File: src/rtl/imem_dmem_arbiter.sv
// rtl/imem_dmem_arbiter.sv - fetch/load-store arbiter onto one single-port synchronous memory.
// Optional stall counters are enabled with `define ARB_PERF_CNT_EN.
module imem_dmem_arbiter #(
    parameter int ADDR_WIDTH    = 12,
    parameter int DATA_WIDTH    = 32,
    parameter int DATA_PRIORITY = 1,
    parameter int STARVE_LIMIT  = 4
) (
    input  logic                    clk,
    input  logic                    rst,
    input  logic                    if_req_valid,
    input  logic [ADDR_WIDTH-1:0]   if_req_addr,
    output logic                    if_req_ready,
    output logic                    if_resp_valid,
    output logic [DATA_WIDTH-1:0]   if_resp_data,
    input  logic                    d_req_valid,
    input  logic [ADDR_WIDTH-1:0]   d_req_addr,
    input  logic [DATA_WIDTH/8-1:0] d_req_we,
    input  logic [DATA_WIDTH-1:0]   d_req_wdata,
    output logic                    d_req_ready,
    output logic                    d_resp_valid,
    output logic [DATA_WIDTH-1:0]   d_resp_data,
    output logic                    mem_en,
    output logic [DATA_WIDTH/8-1:0] mem_we,
    output logic [ADDR_WIDTH-1:0]   mem_addr,
    output logic [DATA_WIDTH-1:0]   mem_din,
    input  logic [DATA_WIDTH-1:0]   mem_dout
`ifdef ARB_PERF_CNT_EN
    ,
    output logic [31:0]             perf_if_stall,
    output logic [31:0]             perf_d_stall
`endif
);

    localparam logic [3:0] STARVE_MAX = 4'(STARVE_LIMIT);

    typedef enum logic {
        S_IDLE    = 1'b0,
        S_RD_PEND = 1'b1
    } state_t;

    state_t                r_state;
    state_t                w_next_state;
    logic                  r_owner_d;
    logic [3:0]            r_starve_cnt;
    logic                  r_last_d_won;
    logic [DATA_WIDTH-1:0] r_if_data_hold;
    logic [DATA_WIDTH-1:0] r_d_data_hold;

    logic w_conflict;
    logic w_if_wins_conf;
    logic w_grant_if;
    logic w_grant_d;
    logic w_rd_grant;

    // Fetch wins a conflict when starved (priority mode) or when data won the last one (round-robin).
    assign w_conflict     = if_req_valid && d_req_valid;
    assign w_if_wins_conf = (DATA_PRIORITY != 0) ? (r_starve_cnt == STARVE_MAX) : r_last_d_won;
    assign w_grant_if     = rst && if_req_valid && (!d_req_valid || w_if_wins_conf);
    assign w_grant_d      = rst && d_req_valid && (!if_req_valid || !w_if_wins_conf);
    assign w_rd_grant     = w_grant_if || (w_grant_d && (d_req_we == '0));

    assign if_req_ready = w_grant_if;
    assign d_req_ready  = w_grant_d;

    always_comb begin
        mem_en   = w_grant_if || w_grant_d;
        mem_we   = '0;
        mem_addr = if_req_addr;
        mem_din  = '0;
        if (w_grant_d) begin
            mem_we   = d_req_we;
            mem_addr = d_req_addr;
            mem_din  = d_req_wdata;
        end
    end

    always_ff @(posedge clk or negedge rst) begin
        if (!rst) begin
            r_starve_cnt <= 4'd0;
            r_last_d_won <= 1'b0;
        end else begin
            if (!if_req_valid || w_grant_if) begin
                r_starve_cnt <= 4'd0;
            end else if (r_starve_cnt != STARVE_MAX) begin
                r_starve_cnt <= r_starve_cnt + 4'd1;
            end
            if (w_conflict) begin
                r_last_d_won <= w_grant_d;
            end
        end
    end

    always_ff @(posedge clk or negedge rst) begin
        if (!rst) begin
            r_state   <= S_IDLE;
            r_owner_d <= 1'b0;
        end else begin
            r_state <= w_next_state;
            if (w_rd_grant) begin
                r_owner_d <= w_grant_d;
            end
        end
    end

    always_comb begin
        w_next_state = S_IDLE;
        if (w_rd_grant) begin
            w_next_state = S_RD_PEND;
        end
    end

    // Each response port shows mem_dout in its valid cycle and otherwise holds its last word.
    always_comb begin
        if_resp_valid = (r_state == S_RD_PEND) && !r_owner_d;
        d_resp_valid  = (r_state == S_RD_PEND) && r_owner_d;
        if_resp_data  = if_resp_valid ? mem_dout : r_if_data_hold;
        d_resp_data   = d_resp_valid ? mem_dout : r_d_data_hold;
    end

    always_ff @(posedge clk or negedge rst) begin
        if (!rst) begin
            r_if_data_hold <= '0;
            r_d_data_hold  <= '0;
        end else begin
            r_if_data_hold <= if_resp_data;
            r_d_data_hold  <= d_resp_data;
        end
    end

`ifdef ARB_PERF_CNT_EN
    logic [31:0] r_perf_if_stall;
    logic [31:0] r_perf_d_stall;

    always_ff @(posedge clk or negedge rst) begin
        if (!rst) begin
            r_perf_if_stall <= 32'd0;
            r_perf_d_stall  <= 32'd0;
        end else begin
            if (if_req_valid && !if_req_ready) begin
                r_perf_if_stall <= r_perf_if_stall + 32'd1;
            end
            if (d_req_valid && !d_req_ready) begin
                r_perf_d_stall <= r_perf_d_stall + 32'd1;
            end
        end
    end

    assign perf_if_stall = r_perf_if_stall;
    assign perf_d_stall  = r_perf_d_stall;
`endif

endmodule
File: config.mk
export PLATFORM = sky130hd
export DESIGN_NAME = imem_dmem_arbiter
export DESIGN_NICKNAME = d
export VERILOG_FILES = /design/src/rtl/imem_dmem_arbiter.sv
export SDC_FILE = /design/constraint.sdc
export NUM_CORES = 1
export LEC_CHECK = 0
export ABC_AREA = 0
export CORE_ASPECT_RATIO = 2
export CORE_UTILIZATION = 25
export DETAILED_ROUTE_END_ITERATION = 8
export PLACE_DENSITY_LB_ADDON = 0.15
export REMOVE_ABC_BUFFERS = 1
export SETUP_SLACK_MARGIN = 0.05
export SYNTH_ARGS = -nofsm -noshare
export SYNTH_HDL_FRONTEND = slang
export SYNTH_SLANG_ARGS = --single-unit
File: constraint.sdc
create_clock -name clk -period 2.05 [get_ports clk]
set_clock_uncertainty 0.2 [all_clocks]
set_input_delay 0.615 -clock clk [delete_from_list [all_inputs] [get_ports clk]]
set_output_delay 0.615 -clock clk [all_outputs]
set_load 0.02 [all_outputs]
# Word level (Yosys, flattened, before mapping)
# Cells that the tools add are included.
[word_totals]
output_inout_bits = 117
ff_bits = 70
in_bits = 96
word_cells = 34
[classes]
n_eq_ne = 2
addsub = 1
mux = 8
n_reduce_logical = 18
[ops]
columns = ["op", "n"]
rows = [
  ["32-bit 2-to-1 mux", 3],
  ["12-bit 2-to-1 mux", 1],
  ["4-bit 2-to-1 mux", 3],
  ["1-bit logical AND", 7],
  ["1-bit logical OR", 5],
  ["4-bit by 1-bit adder with 4-bit output (second input constant)", 1],
  ["4-bit by 3-bit equality test with 1-bit output (second input constant)", 1],
  ["1-bit zero test", 4],
  ["4-bit zero test", 1],
  ["4-bit by 3-bit != test with 1-bit output (second input constant)", 1],
  ["2-bit nonzero test", 1],
  ["1-bit 2-to-1 mux", 1],
]

# Depth between registers and ports, before layout
[depth]
depth_word = 7
depth_mapped = 7
depth_no_buf = 5

# Worst setup path after synthesis
# Ideal clock, no wire load.
[synth_path]
path_kind = "input-to-output"
startpoint = "in if_req_valid"
endpoint = "out mem_din[22]"
t_arrival_ns = 1.570
required_ns = 1.235
cell_stages = 4
slack_ns = -0.335
n_path_buf = 1
path_cell_list = "inv_1 -> o211a_4 -> clkbuf_1 -> and2_1"
[synth_via]
elab_chain_cells = 4
[synth_lines]
columns = ["item", "line", "text"]
rows = [
  ["start, declared", "11", "input logic if_req_valid,"],
  ["1-bit zero test", "60", "assign w_grant_d = rst && d_req_valid && (!if_req_valid || !w_if_wins_conf);"],
  ["1-bit logical OR", "60", ""],
  ["1-bit logical AND", "60", ""],
  ["named net d_req_ready", "20", "output logic d_req_ready,"],
  ["32-bit 2-to-1 mux", "71", "if (w_grant_d) begin"],
  ["end, declared", "26", "output logic [DATA_WIDTH-1:0] mem_din,"],
]
# The timed path passes the listed nets, and every way through them passes these cells.

# Final worst setup path
[layout_path]
startpoint = "reg r_starve_cnt[0]"
endpoint = "out mem_addr[10]"
[layout_via]
elab_chain_cells = 5
[layout_lines]
columns = ["item", "line", "text"]
rows = [
  ["start, declared", "45", "logic [3:0] r_starve_cnt;"],
  ["start signal, assigned", "86", "r_starve_cnt <= r_starve_cnt + 4'd1;"],
  ["4-bit by 3-bit equality test with 1-bit output", "58", "assign w_if_wins_conf = (DATA_PRIORITY != 0) ? (r_starve_cnt == STARVE_MAX) : r_last_d_won;"],
  ["1-bit zero test", "60", ""],
  ["1-bit logical OR", "60", ""],
  ["1-bit logical AND", "60", ""],
  ["12-bit 2-to-1 mux", "71", ""],
  ["end, declared", "25", "output logic [ADDR_WIDTH-1:0] mem_addr,"],
]
# Every way passes these cells.

==> flow_summary.toml <==
[floorplanning]
core_area_um2 = 12480
floorplan.initialDensity = 0.2552
num_rows = 58
die_width_um = 81.82
die-area_um2 = 13230
io-pin-count = 213
fp.dieH_um = 161.6

[route]
route.detailed.drc = 0
first_pass_iters = 4
drt_iter0_drc = 76
routedWlPerCell_um = 17.63
routed_wl_um = 11780
avgViaCountPerCell = 4.499
num_vias = 3005
ant_nets = 0

[sta]
slew_violations = 0
worstMarginPinSlew_ns = 0.6915
max_freq_mhz = 369.6
rsz0062_at_grt = "true"
setup_tns_ns = -57.36
finalHoldViolCount = 0
slew_headroom = 0.5390
post-route-period-util = 1.320
setup_viol = 116
fin_ws_ns = -0.6553
min_period_ns = 2.705

[worst_setup_path]
start_kind = "register"
reg2reg_to = "r_starve_cnt[2]"
rrSetupSlack_ns = 0.33
path_class = "register to output pin"
cp.arrival_ns = 1.89
path_max_fanout = 7
required_ns = 1.23
reg2reg_from = "r_starve_cnt[0]"
rr_worst_depth = 8
cp-end-kind = "output pin"

[synth]
syn_area_um2 = 3186
netlist_instances = 228
ys_types = 27
ys_seq_elements = 70
yosysSeqAreaShare = 0.5499
syn-mean-instance-area_um2 = 13.97
ys_warn_count = 0

[cells_and_area]
diodes = 0
fill_cells = 1080
nets = 611
post-route-util = 0.5621
drive_gt1_frac = 0.6081
instances_no_fill = 668
areaGrowthSynthToFinish_pct = 120.3

[clock_network]
clkLatencyLatePin_ns = 0.32
root_buffer = "clkbuf_16"
cts_tree = "built"
hold_buffers = 0
clock-sinks = 70
clock_path_buffers = 2
clk_pin_slew_ns = 0.06
cts_buffers = 9
cts.htree.levels = 3

[global_route]
grt_max_degree = 54
grt_pass1_vias = 3160
grt_pass1_wl_um = 16060
track_usage = 0.1663
grt_overflow = 0
antenna_found_initial = 0

[power_and_ir_drop]
power_mw = 6.124
power_density_nw_per_um2 = 872.8
p_leak_nw = 3.478
vdd_ir_drop_max_mv = 0.5947

[status]
violations = "negative setup slack"
status = "complete, but fails checks"

[min_path]
min-delay-path-class = "input pin to async pin"

[placement]
gp_congestion = 0.8024
hpwl_um = 7796
portBuffers = 212
place_inst = 598

[run]
cap_violations = 0
[cell usage in the layout (no fill, tap or decap), types with 2 or more instances in the layout]
cell and instances:
buf_12 11, o211a_4 4, a21oi_1 2, mux2_4 74, a31oi_1 2, clkdlybuf4s50_1 92
buf_8 4, or3_1 2, clkbuf_16 12, buf_16 2, and2_4 19, buf_2 8
nand3_1 3, clkbuf_1 3, buf_6 124, buf_4 37, dfrtp_1 70, clkbuf_2 3
mux2_2 2, inv_2 5, and2_1 17
[synth_stat cells, drive strengths merged]
| cell type | count | area (um2) |
|---|---|---|
| inv | 5 | 18.77 |
| a211oi | 1 | 7.510 |
| and3 | 1 | 6.260 |
| mux2i | 1 | 10.01 |
| dfrtp | 70 | 1752 |
| nand3b | 1 | 20.02 |
| a21oi | 2 | 10.01 |
| xnor2 | 1 | 8.760 |
| a31oi | 2 | 12.51 |
| o211a | 1 | 17.52 |
| buf | 9 | 63.81 |
| nand2b | 2 | 12.51 |
| nand3 | 3 | 15.01 |
| mux2 | 76 | 900.9 |
| nand2 | 3 | 11.26 |
| ha | 2 | 25.02 |
| and2 | 36 | 225.2 |
| a221oi | 1 | 8.760 |
| a21boi | 1 | 7.510 |
| clkbuf | 4 | 15.01 |
| nor2 | 1 | 3.750 |
| nor4 | 1 | 6.260 |
| or3 | 2 | 12.51 |
| o21a | 1 | 7.510 |
| a21o | 1 | 7.510 |
[power by group]
| part | switching [mW] | leakage [nW] | total (mW) | internal [mW] |
|---|---|---|---|---|
| Combinational | 1.19 | 2.51 | 2.76 | 1.58 |
| Clock | 0.545 | 0.144 | 1.52 | 0.976 |
| Sequential | 0.107 | 0.827 | 1.84 | 1.73 |
[area by class of cell]
class	count	area (um2)	area share
clock buffer	13	250.2	0.03566
clock inverter	3	43.79	0.006241
tap	150	187.7	0.02675
timing repair buffer	284	3060	0.4362
multi-input combinational	143	1704	0.2429
sequential	70	1752	0.2496
inverter	5	18.77	0.002675
[through the flow]
stage | setup slack (ns) | area, um2 | hold slack, ns
global placement | -1.302 | 5624 | 0.2779
finish | -0.6553 | 7017 | 0.08288
CTS | -0.6979 | 6128 | 0.1536
floorplan | -0.4219 | 3107 | 0.1194
global route | -0.7091 | 7017 | 0.07848
detailed placement | -1.299 | 5624 | 0.2849
[worst max-delay path, stage by stage (launching register included)]
cell and delay [ns]:
dfrtp_1 0.39, inv_2 0.08, ha_4 0.15, nand3b_4 0.08, o211a_4 0.28, buf_12 0.15
mux2_4 0.30, buf_6 0.13
[what timing repair did]
| action | in CTS | in global routing |
|---|---|---|
| buffers inserted | 14 | 33 |
| endpoints found under the setup margin | 117 | 117 |
| gates cloned | 7 | 3 |
| pin swaps | 12 | 7 |
| resized for setup | 589 | 236 |
[routing by layer]
layer / vias up / routed length [um] / global-route usage
li1: 1355 / - / -
met1: 1478 / 3650 / 0.1450
met2: 164 / 7056 / 0.3381
met3: 8 / 895 / 0.04463
met4: 0 / 172 / 0.05263
met5: - / 0 / 0
[kinds of logic after synthesis]
logic type / share of synthesized area
AND/OR/NAND/NOR: 0.09819
XOR/XNOR: 0.002750
flip-flops: 0.5499
adder cells (fa/ha/maj): 0.007854
multiplexers: 0.2859
AO/OA/AOI/OAI: 0.02475
buffers and inverters: 0.03064
[flip-flops by register name (all words and copies together), names as in the netlist]
register,count
r_d_data_hold,32
r_if_data_hold,32
r_owner_d,1
r_starve_cnt,4
r_state,1
[how the worst max path moves through the flow]
stage	cells after the start	end	start	slack (ns)
global placement	6	mem_din[26]	if_req_valid	-1.30
detailed placement	6	mem_din[23]	if_req_valid	-1.30
CTS	8	mem_din[13]	r_starve_cnt[1]	-0.70
floorplan	2	if_resp_data[0]	r_owner_d	-0.42
global route	7	mem_addr[10]	r_starve_cnt[0]	-0.71
finish	7	mem_addr[10]	r_starve_cnt[0]	-0.66
Note: power is estimated with default switching activity, not from simulation.
